--- config.mk ---
export PLATFORM = sky130hd
export DESIGN_NAME = swervolf_board_io_flat
export DESIGN_NICKNAME = d
export VERILOG_FILES = /design/src/rtl/swervolf_board_io_if.sv /design/src/rtl/swervolf_board_io.sv /design/src/flat_wrapper.sv
export SDC_FILE = /design/constraint.sdc
export NUM_CORES = 1
export LEC_CHECK = 0
export BUFFER_PORTS_ARGS = -buffer_cell sky130_fd_sc_hd__buf_2
export CORE_ASPECT_RATIO = 0.5
export CORE_MARGIN = 5
export CORE_UTILIZATION = 60
export CTS_CLUSTER_DIAMETER = 120
export DETAILED_ROUTE_END_ITERATION = 12
export PLACE_DENSITY = 0.82
export SLEW_MARGIN = 20
export SYNTH_ARGS = -nofsm -noshare
export SYNTH_HDL_FRONTEND = slang
export SYNTH_SLANG_ARGS = --single-unit
export TNS_END_PERCENT = 30
--- constraint.sdc ---
create_clock -name i_clk -period 5.8 [get_ports i_clk]
set_input_delay 0.29 -clock i_clk [delete_from_list [all_inputs] [get_ports i_clk]]
set_output_delay 0.29 -clock i_clk [all_outputs]
set_load 0.05 [all_outputs]
--- src/rtl/swervolf_board_io_if.sv ---
// ----------------------------------------------------------------------------
// swervolf_board_io_if
// Bundles the board-side and core-side signals of swervolf_board_io.
//   i_sw        raw switch pins              (board  -> conditioner)
//   o_sw        debounced switch levels      (conditioner -> GPIO in)
//   o_sw_event  1-cycle toggle pulse per switch
//   i_led       LED values from GPIO out     (core -> conditioner)
//   o_led       LED pins
//   i_tx_cpu    TX from the CPU UART         (source 0)
//   i_tx_aux    TX from the auxiliary UART   (source 1)
//   o_uart_tx   TX pin
//   o_tx_sel    source currently driving o_uart_tx
// The master modport is the environment (board pins and core), and the slave
// modport is the conditioner itself.
// ----------------------------------------------------------------------------
interface swervolf_board_io_if #(
    parameter int NUM_SW  = 16,
    parameter int NUM_LED = 16
);
    logic [NUM_SW-1:0]  i_sw;
    logic [NUM_SW-1:0]  o_sw;
    logic [NUM_SW-1:0]  o_sw_event;
    logic [NUM_LED-1:0] i_led;
    logic [NUM_LED-1:0] o_led;
    logic               i_tx_cpu;
    logic               i_tx_aux;
    logic               o_uart_tx;
    logic               o_tx_sel;

    modport master (
        output i_sw, i_led, i_tx_cpu, i_tx_aux,
        input  o_sw, o_sw_event, o_led, o_uart_tx, o_tx_sel
    );

    modport slave (
        input  i_sw, i_led, i_tx_cpu, i_tx_aux,
        output o_sw, o_sw_event, o_led, o_uart_tx, o_tx_sel
    );
endinterface

--- src/rtl/swervolf_board_io.sv ---
// ----------------------------------------------------------------------------
// swervolf_board_io
// Board I/O conditioner between the board pins and swervolf_core GPIO/UART.
//   - Each switch is synchronised with two flops and then debounced. A new level
//     must hold for DEBOUNCE_CYCLES consecutive cycles before o_sw follows it.
//   - LEDs pass through two register stages.
//   - Two UART TX sources are muxed onto o_uart_tx. The selection changes only
//     after both lines have been idle (high) for IDLE_BITS bit times, so no frame
//     is cut.
// Ports:
//   i_clk  core clock
//   i_rst  synchronous reset, active high
//   io     swervolf_board_io_if.slave (switch, LED and UART signals)
// All inputs in io are treated as asynchronous to i_clk.
// ----------------------------------------------------------------------------

// Per-channel switch synchroniser and debouncer.
//   clk_i/rst_i  clock, synchronous active-high reset
//   sw_i         raw switch pin
//   sw_o         debounced level
//   event_o      1-cycle pulse when sw_o toggles
module swervolf_board_io_debounce #(
    parameter int DEBOUNCE_CYCLES = 500000
) (
    input  logic clk_i,
    input  logic rst_i,
    input  logic sw_i,
    output logic sw_o,
    output logic event_o
);
    localparam int             CW       = $clog2(DEBOUNCE_CYCLES + 1);
    localparam logic [CW-1:0]  CNT_LAST = CW'(DEBOUNCE_CYCLES - 1);

    logic          meta_q, sync_q;
    logic          sw_q, sw_d;
    logic          evt_q, evt_d;
    logic [CW-1:0] cnt_q, cnt_d;

    // Counter measures how long the synced level has disagreed with the output.
    // Any agreement clears it, so a shorter glitch never reaches CNT_LAST.
    always_comb begin
        sw_d  = sw_q;
        evt_d = 1'b0;
        cnt_d = '0;
        if (sync_q != sw_q) begin
            if (cnt_q == CNT_LAST) begin
                sw_d  = sync_q;
                evt_d = 1'b1;
            end else begin
                cnt_d = cnt_q + CW'(1);
            end
        end
    end

    always_ff @(posedge clk_i) begin
        if (rst_i) begin
            meta_q <= 1'b0;
            sync_q <= 1'b0;
            sw_q   <= 1'b0;
            evt_q  <= 1'b0;
            cnt_q  <= '0;
        end else begin
            meta_q <= sw_i;
            sync_q <= meta_q;
            sw_q   <= sw_d;
            evt_q  <= evt_d;
            cnt_q  <= cnt_d;
        end
    end

    assign sw_o    = sw_q;
    assign event_o = evt_q;
endmodule

module swervolf_board_io #(
    parameter int NUM_SW          = 16,
    parameter int NUM_LED         = 16,
    parameter int DEBOUNCE_CYCLES = 500000,
    parameter int UART_SEL_BIT    = 0,
    parameter int CLKS_PER_BIT    = 434,
    parameter int IDLE_BITS       = 11
) (
    input  logic                 i_clk,
    input  logic                 i_rst,
    swervolf_board_io_if.slave   io
);
    localparam int            IDLE_MAX   = IDLE_BITS * CLKS_PER_BIT;
    localparam int            IW         = $clog2(IDLE_MAX + 1);
    localparam logic [IW-1:0] IDLE_MAX_V = IW'(IDLE_MAX);

    typedef enum logic [1:0] {
        SEL_CPU   = 2'd0,
        SEL_AUX   = 2'd1,
        WAIT_IDLE = 2'd2
    } state_t;

    // ------------------------------------------------------------------
    // Switches
    // ------------------------------------------------------------------
    logic [NUM_SW-1:0] sw_deb;
    logic [NUM_SW-1:0] sw_evt;

    for (genvar g = 0; g < NUM_SW; g++) begin : g_sw
        swervolf_board_io_debounce #(
            .DEBOUNCE_CYCLES(DEBOUNCE_CYCLES)
        ) u_deb (
            .clk_i  (i_clk),
            .rst_i  (i_rst),
            .sw_i   (io.i_sw[g]),
            .sw_o   (sw_deb[g]),
            .event_o(sw_evt[g])
        );
    end

    assign io.o_sw       = sw_deb;
    assign io.o_sw_event = sw_evt;

    // ------------------------------------------------------------------
    // LEDs: plain two-stage pipeline
    // ------------------------------------------------------------------
    logic [NUM_LED-1:0] led_s1_q, led_q;

    always_ff @(posedge i_clk) begin
        if (i_rst) begin
            led_s1_q <= '0;
            led_q    <= '0;
        end else begin
            led_s1_q <= io.i_led;
            led_q    <= led_s1_q;
        end
    end

    assign io.o_led = led_q;

    // ------------------------------------------------------------------
    // UART TX sync, idle detection and source selection
    // ------------------------------------------------------------------
    logic          tc_meta_q, tc_q, ta_meta_q, ta_q;
    logic [IW-1:0] ic_q, ic_d;
    logic          idle;
    logic          req;
    logic          do_switch;
    state_t        state_q, state_d;
    logic          tx_sel_q, tx_sel_d;
    logic          uart_tx_q;

    assign idle = (ic_q == IDLE_MAX_V);
    assign req  = sw_deb[UART_SEL_BIT];

    // A request only takes effect from WAIT_IDLE, so it must be outstanding
    // for at least one cycle. Withdrawal is checked before idle, so if both
    // happen in the same cycle the request is dropped.
    always_comb begin
        state_d   = state_q;
        tx_sel_d  = tx_sel_q;
        do_switch = 1'b0;
        unique case (state_q)
            SEL_CPU, SEL_AUX: begin
                if (req != tx_sel_q) state_d = WAIT_IDLE;
            end
            WAIT_IDLE: begin
                if (req == tx_sel_q) begin
                    state_d = tx_sel_q ? SEL_AUX : SEL_CPU;
                end else if (idle) begin
                    tx_sel_d  = req;
                    do_switch = 1'b1;
                    state_d   = req ? SEL_AUX : SEL_CPU;
                end
            end
            default: state_d = SEL_CPU;
        endcase
    end

    // Either line low means a frame may be in flight. The count restarts after
    // a switch, so a later switch must wait for a fresh idle period.
    always_comb begin
        ic_d = ic_q;
        if (!tc_q || !ta_q || do_switch) begin
            ic_d = '0;
        end else if (!idle) begin
            ic_d = ic_q + IW'(1);
        end
    end

    always_ff @(posedge i_clk) begin
        if (i_rst) begin
            tc_meta_q <= 1'b1;
            tc_q      <= 1'b1;
            ta_meta_q <= 1'b1;
            ta_q      <= 1'b1;
            ic_q      <= '0;
            state_q   <= SEL_CPU;
            tx_sel_q  <= 1'b0;
            uart_tx_q <= 1'b1;
        end else begin
            tc_meta_q <= io.i_tx_cpu;
            tc_q      <= tc_meta_q;
            ta_meta_q <= io.i_tx_aux;
            ta_q      <= ta_meta_q;
            ic_q      <= ic_d;
            state_q   <= state_d;
            tx_sel_q  <= tx_sel_d;
            // Mux on the registered select, so a new source shows up one
            // cycle after o_tx_sel changes.
            uart_tx_q <= tx_sel_q ? ta_q : tc_q;
        end
    end

    assign io.o_uart_tx = uart_tx_q;
    assign io.o_tx_sel  = tx_sel_q;
endmodule
--- src/flat_wrapper.sv ---
// flat-port wrapper written by rule: the top's interface ports become plain ports
module swervolf_board_io_flat 
#(
    parameter int NUM_SW          = 16,
    parameter int NUM_LED         = 16,
    parameter int DEBOUNCE_CYCLES = 500000,
    parameter int UART_SEL_BIT    = 0,
    parameter int CLKS_PER_BIT    = 434,
    parameter int IDLE_BITS       = 11
)
  (i_clk, i_rst, io_i_sw, io_i_led, io_i_tx_cpu, io_i_tx_aux, io_o_sw, io_o_sw_event, io_o_led, io_o_uart_tx, io_o_tx_sel);
  swervolf_board_io_if #(.NUM_SW(NUM_SW), .NUM_LED(NUM_LED)) io_i ();
  input  logic i_clk;
  input  logic i_rst;
  input wire logic [$bits(io_i.i_sw)-1:0] io_i_sw;
  input wire logic [$bits(io_i.i_led)-1:0] io_i_led;
  input wire logic [$bits(io_i.i_tx_cpu)-1:0] io_i_tx_cpu;
  input wire logic [$bits(io_i.i_tx_aux)-1:0] io_i_tx_aux;
  output wire logic [$bits(io_i.o_sw)-1:0] io_o_sw;
  output wire logic [$bits(io_i.o_sw_event)-1:0] io_o_sw_event;
  output wire logic [$bits(io_i.o_led)-1:0] io_o_led;
  output wire logic [$bits(io_i.o_uart_tx)-1:0] io_o_uart_tx;
  output wire logic [$bits(io_i.o_tx_sel)-1:0] io_o_tx_sel;
  assign io_i.i_sw = io_i_sw;
  assign io_i.i_led = io_i_led;
  assign io_i.i_tx_cpu = io_i_tx_cpu;
  assign io_i.i_tx_aux = io_i_tx_aux;
  assign io_o_sw = io_i.o_sw;
  assign io_o_sw_event = io_i.o_sw_event;
  assign io_o_led = io_i.o_led;
  assign io_o_uart_tx = io_i.o_uart_tx;
  assign io_o_tx_sel = io_i.o_tx_sel;
  swervolf_board_io #(.NUM_SW(NUM_SW), .NUM_LED(NUM_LED), .DEBOUNCE_CYCLES(DEBOUNCE_CYCLES), .UART_SEL_BIT(UART_SEL_BIT), .CLKS_PER_BIT(CLKS_PER_BIT), .IDLE_BITS(IDLE_BITS)) u_core (.i_clk(i_clk), .i_rst(i_rst), .io(io_i));
endmodule
=== After elaboration in Yosys (flattened, before gate mapping) ===
Index checks and enable logic that the tools add are counted.

* $mul: 0
* Bitwise operators: 17
* Mux-type cells: 26
* Equality and inequality tests: 39
* Div/mod/pow operators: 0
* $add $sub $neg: 17
* Shift-type cells: 0
* Order comparisons: 0
* Reductions and logical operators: 57

{| class="wikitable"
|+ Operators with widths
! cell !! count
|-
| adder 19 x 1 -> 19 bit (second input constant) || 16
|-
| equality test 19 bit (second input constant) || 16
|-
| OR reduction 3 bit || 16
|-
| OR reduction 2 bit || 18
|-
| AND reduction 2 bit || 17
|-
| 2-to-1 mux 1 bit || 22
|-
| != test 1 bit || 17
|-
| inverter 1 bit || 17
|-
| adder 13 x 1 -> 13 bit (second input constant) || 1
|-
| equality test 13 bit (second input constant) || 1
|-
| 2-to-1 mux 2 bit || 3
|-
| case mux 2 bit (2 select lines) || 1
|-
| != test 3 x 1 -> 1 bit (second input constant) || 1
|-
| AND reduction 3 bit || 1
|-
| equality test 2 x 1 -> 1 bit (second input constant) || 1
|-
| equality test 2 bit (second input constant) || 1
|-
| zero test 1 bit || 2
|-
| zero test 2 bit || 1
|-
| logical OR 1 bit || 2
|-
| != test 2 x 1 -> 1 bit (second input constant) || 1
|-
| equality test 1 bit || 1
|}

* Memory bits (read-only): 0
* Bits in latches: 0
* Input bits: 36
* Bits in writable memories: 0
* Word-level logic and storage cells: 246
* Flip-flop bits (word level): 421
* Memories kept: 0

=== Logic depth before layout (Yosys ltp) ===
* Depth in word-level cells: 6
* Mapped depth: 8

=== By module ===
A second synthesis with hierarchy kept.

* Cell total of the unflattened synthesis: 2007
* Area total of the unflattened synthesis: 19132.1 um2

{| class="wikitable"
|+ Modules (own cells, without submodules)
! module !! area an instance (um2) !! cells an instance !! times used
|-
| swervolf_board_io_debounce at u_core.g_sw[0].u_deb ... || 1083.5 || 115 || 15
|-
| swervolf_board_io || 1796.7 || 169 || 1
|-
| swervolf_board_io_debounce at u_core.g_sw[9].u_deb || 1082.3 || 113 || 1
|}

=== Least setup slack after synthesis ===
OpenSTA, ideal clock, no wires.

* Path type: flip-flop to flip-flop
* Start: reg u_core.g_sw[12].u_deb.cnt_q[0]
* End: reg u_core.g_sw[12].u_deb.cnt_q[10]
* Setup time: 128 ps
* Stages on the path, launching flop included: 8
* Path buffers: 2
* Path slack: 3821 ps
* Data arrival time: 1852 ps
* Path through: dfxtp_1 -> ha_1 -> and4_1 -> clkbuf_1 -> nand4_1 -> o21ai_1 -> clkbuf_1 -> nor2_1

* Word-level cells in the longest chain between the ends: 2

{| class="wikitable"
|+ Ends and longest elaborated chain
! item !! line !! source
|-
| from (decl) || swervolf_board_io.sv:37 || <nowiki>logic [CW-1:0] cnt_q, cnt_d;</nowiki>
|-
| from (signal assigned) || swervolf_board_io.sv:67 || <nowiki>cnt_q <= cnt_d;</nowiki>
|-
| branches (longest 2 deep; another with adder 19 x 1 -> 19 bit) || n/a ||
|}

Several ways; the timed one is not identified.
A chain may end at the register's enable or synchronous reset.

=== Worst setup path after layout ===
* Start: reg u_core.g_sw[12].u_deb.cnt_q[0]
* End: reg u_core.g_sw[12].u_deb.cnt_q[5]

Same word-level chain as after synthesis.

==> key figures <==
Placement
  – Port Buf Inserts: 85
  – Gp weighted congestion: 0.829
  – Placed Area: 18400 um^2
  – DP Wirelength: 22100 um

Synth
  – Ys flop type: dfxtp_1
  – Yosys top cell by area: dfxtp_1
  – Synthesized area: 17900 um^2
  – Ys Warns: 0
  – Mean area per synthesized cell: 8.95 um^2
  – Synth top cells by count: dfxtp_1, nor2_1, xnor2_1
  – Seq cells post-synth: 421
  – Top-area cell type share of the netlist area: 47.0%
  – EDFF count, synth: 0
  – Async SR Flop Fraction: 0%
  – Syn Nets: 2058
  – Count leader, synth: dfxtp_1
  – Sequential fraction of the synthesis area: 47.0%
  – Synth area leaders: dfxtp_1, xnor2_1, nor2_1
  – Distinct cells, synth: 54
  – Synth Instances: 2002

Global route
  – Vias in the first global route: 13000
  – First-pass GRT wire length: 58600 um
  – Antenna violations before repair: 2
  – Grt total ovfl: 0
  – Pin count of the biggest net entering global routing: 63
  – GRT Util Overall: 19.8%

Flow run
  – Max-cap viol count: 0

Drt
  – Drt via density: 5.56
  – # DRC: 0
  – Drt total wl: 34200 um
  – Wirelength per Cell: 13.7 um
  – DRT antenna net count: 0
  – Vias after detailed routing: 13900
  – DR pass1 iterations: 5
  – Initial DRC count: 779

Timing
  – Final hold vios: 0
  – Setup TNS: 0 ns
  – Hold Slack: 0.0334 ns
  – Unrepaired setup endpoints after global routing: false
  – Tcrit/Tclk final: 37.9%
  – Slew margin rel.: 50.0%
  – Max-slew violations: 0
  – Least-Margin Pin Slew: 0.749 ns
  – Clock Skew: 0.0253 ns
  – F_max: 455 MHz
  – Final setup viols: 0
  – Final min period: 2.20 ns

Floorplanning
  – Initial Util: 61.3%
  – Core Region: 29200 um^2
  – # rows: 44
  – Die Span Y: 132 um
  – Number of I/O pins: 86
  – Die ar.: 33600 um^2
  – Die width: 254 um

Worst setup path
  – Crit path kind: flip-flop to flip-flop
  – CP arrival: 2.61 ns
  – Worst path buffer plus inverter count: 1
  – Slowest CP cell: o21ai_1
  – Startpoint types: flip-flop
  – CP endpoint kind: flip-flop
  – Critical-path cell list: ha_1, and4_1, nand4_1, o21ai_1, buf_4, nor2_1
  – CP max FO: 10
  – WP data required: 6.22 ns
  – Crit-path max cell delay: 0.59 ns
  – Delay-heaviest family, CP: simple AND/OR/NAND/NOR gates

Status
  – Run status: completed

Clock tree
  – TritonCTS clock tree: built
  – Post-CTS setup repair buffer count: 0
  – Worst-skew pair later-pin latency: 0.54 ns
  – Clk root buf: clkbuf_16
  – Num CTS Buffers: 37
  – Max Buffers Root-to-Sink: 3
  – CTS H-tree depth: 2
  – Clock input transition at the sequential cells of the worst setup and hold paths: 0.07 ns
  – Num Clock Sinks: 421

Power
  – Peak supply drop: 0.247 mV
  – PD cells: 279 nW/um^2
  – Leakage: 6.38 nW

Layout
  – Nets: 2129
  – Area added between synthesis and finish: 11.5%
  – Finished Cell Area: 20000 um^2
  – Ratio of cells with drive above 1 in the final layout: 9.47%

Min path
  – Hold Crit Class: primary input to flip-flop
[sequential cells by signal, summed over array words and instances, names as in the netlist]
signal	count
u_core.ta_q	1
u_core.ta_meta_q	1
u_core.g_sw.u_deb.cnt_q	304
u_core.tc_q	1
u_core.g_sw.u_deb.sw_o	16
u_core.io.o_led	16
u_core.led_s1_q	16
u_core.g_sw.u_deb.sync_q	16
u_core.io.o_uart_tx	1
u_core.io.o_tx_sel	1
u_core.state_q	2
u_core.ic_q	13
u_core.tc_meta_q	1
u_core.g_sw.u_deb.meta_q	16
u_core.g_sw.u_deb.event_o	16
[metrics by stage]
stage	utilization, %	cells	power [mW]	worst slack [ns]
3_5_place_dp	62.9	2392	3.10	3.49
4_1_cts	68.3	2492	5.62	3.60
2_1_floorplan	-	2002	3.06	3.82
6_report	68.3	2494	5.57	3.60
5_1_grt	68.3	2494	5.77	3.38
3_3_place_gp	62.9	2392	3.09	3.47
[cell usage in the layout (no fill, tap or decap), types with 7 or more instances in the layout]
cell and count:
or2_2 14, nor2_1 276, buf_2 84, nor4b_1 13, and2_1 10, nor4_1 44, inv_1 68, and3_1 23
xnor2_1 121, or3_1 66, nor4bb_1 10, xor2_1 97, ha_1 20, nand2b_1 14, or4_1 42, o31ai_1 30
clkinv_2 10, o21ai_0 56, nor2b_1 66, nor3_1 44, and4_1 29, nand2_1 92, nand3_1 118, dlygate4sd3_1 33
a21oi_1 96, or4b_1 7, dfxtp_1 421, clkbuf_16 39, nand4_1 73
[per-layer routing]
| metal | global-route usage (%) | up-vias | wire, um |
|---|---|---|---|
| met5 | 0 | - | 0 |
| met4 | 6.17 | 0 | 777 |
| met3 | 3.61 | 64 | 1140 |
| met2 | 33.9 | 189 | 16500 |
| met1 | 25.6 | 6487 | 15800 |
| li1 | - | 7125 | - |
[path summary, 6_finish.rpt]
path,to,depth (start not counted),from,slack (ns)
max,u_core.g_sw[12].u_deb.cnt_q[5],6,u_core.g_sw[12].u_deb.cnt_q[0],3.60
min,u_core.g_sw[11].u_deb.meta_q,2,io_i_sw[11],0.03
max reg2reg,u_core.g_sw[12].u_deb.cnt_q[5],6,u_core.g_sw[12].u_deb.cnt_q[0],3.60
min reg2reg,u_core.g_sw[8].u_deb.sync_q,1,u_core.g_sw[8].u_deb.meta_q,0.42
[repair_timing]
action	in CTS	in global routing
resized for setup	0	0
hold buffers	33	0
endpoints found under the hold margin	33	0
[cells by family (layout without fill, tap and decap cells)]
group | after synthesis | in the layout | synth area share [%]
AOI/OAI and AO/OA | 216 | 216 | 7.40
xor gates and xnor gates | 218 | 218 | 10.7
adders and majority gates | 20 | 20 | 1.40
buffers and inverters | 157 | 256 | 4.10
DFF | 421 | 421 | 47.0
other | 0 | 2 | 0
and+or+nand+nor | 970 | 970 | 29.4
[power breakdown]
group	internal (mW)	total, mW	switching [mW]
clock	1.44	2.52	1.09
combinational	0.0505	0.119	0.0688
sequential	2.92	2.93	0.0127
[worst register-to-register path, delay by kind of cell, from the launching register on]
family / cells / cell delay [ns]
AO/OA/AOI/OAI: 1 / 0.59
buffers and inverters: 1 / 0.29
adder cells (fa/ha/maj): 1 / 0.22
AND/OR/NAND/NOR: 3 / 0.60
flip-flops: 1 / 0.38
[layout make-up]
class                   count  area [um^2]
diodes                      2         5.00
clock buffers              50         1070
clock inverters            17          174
fillers                  2274         9260
inverters                  68          255
multi-input cells        1424         8770
flip-flops and latches    421         8430
well taps                 391          489
repair buffers            121          781
Note: power is estimated with default switching activity, not from simulation.
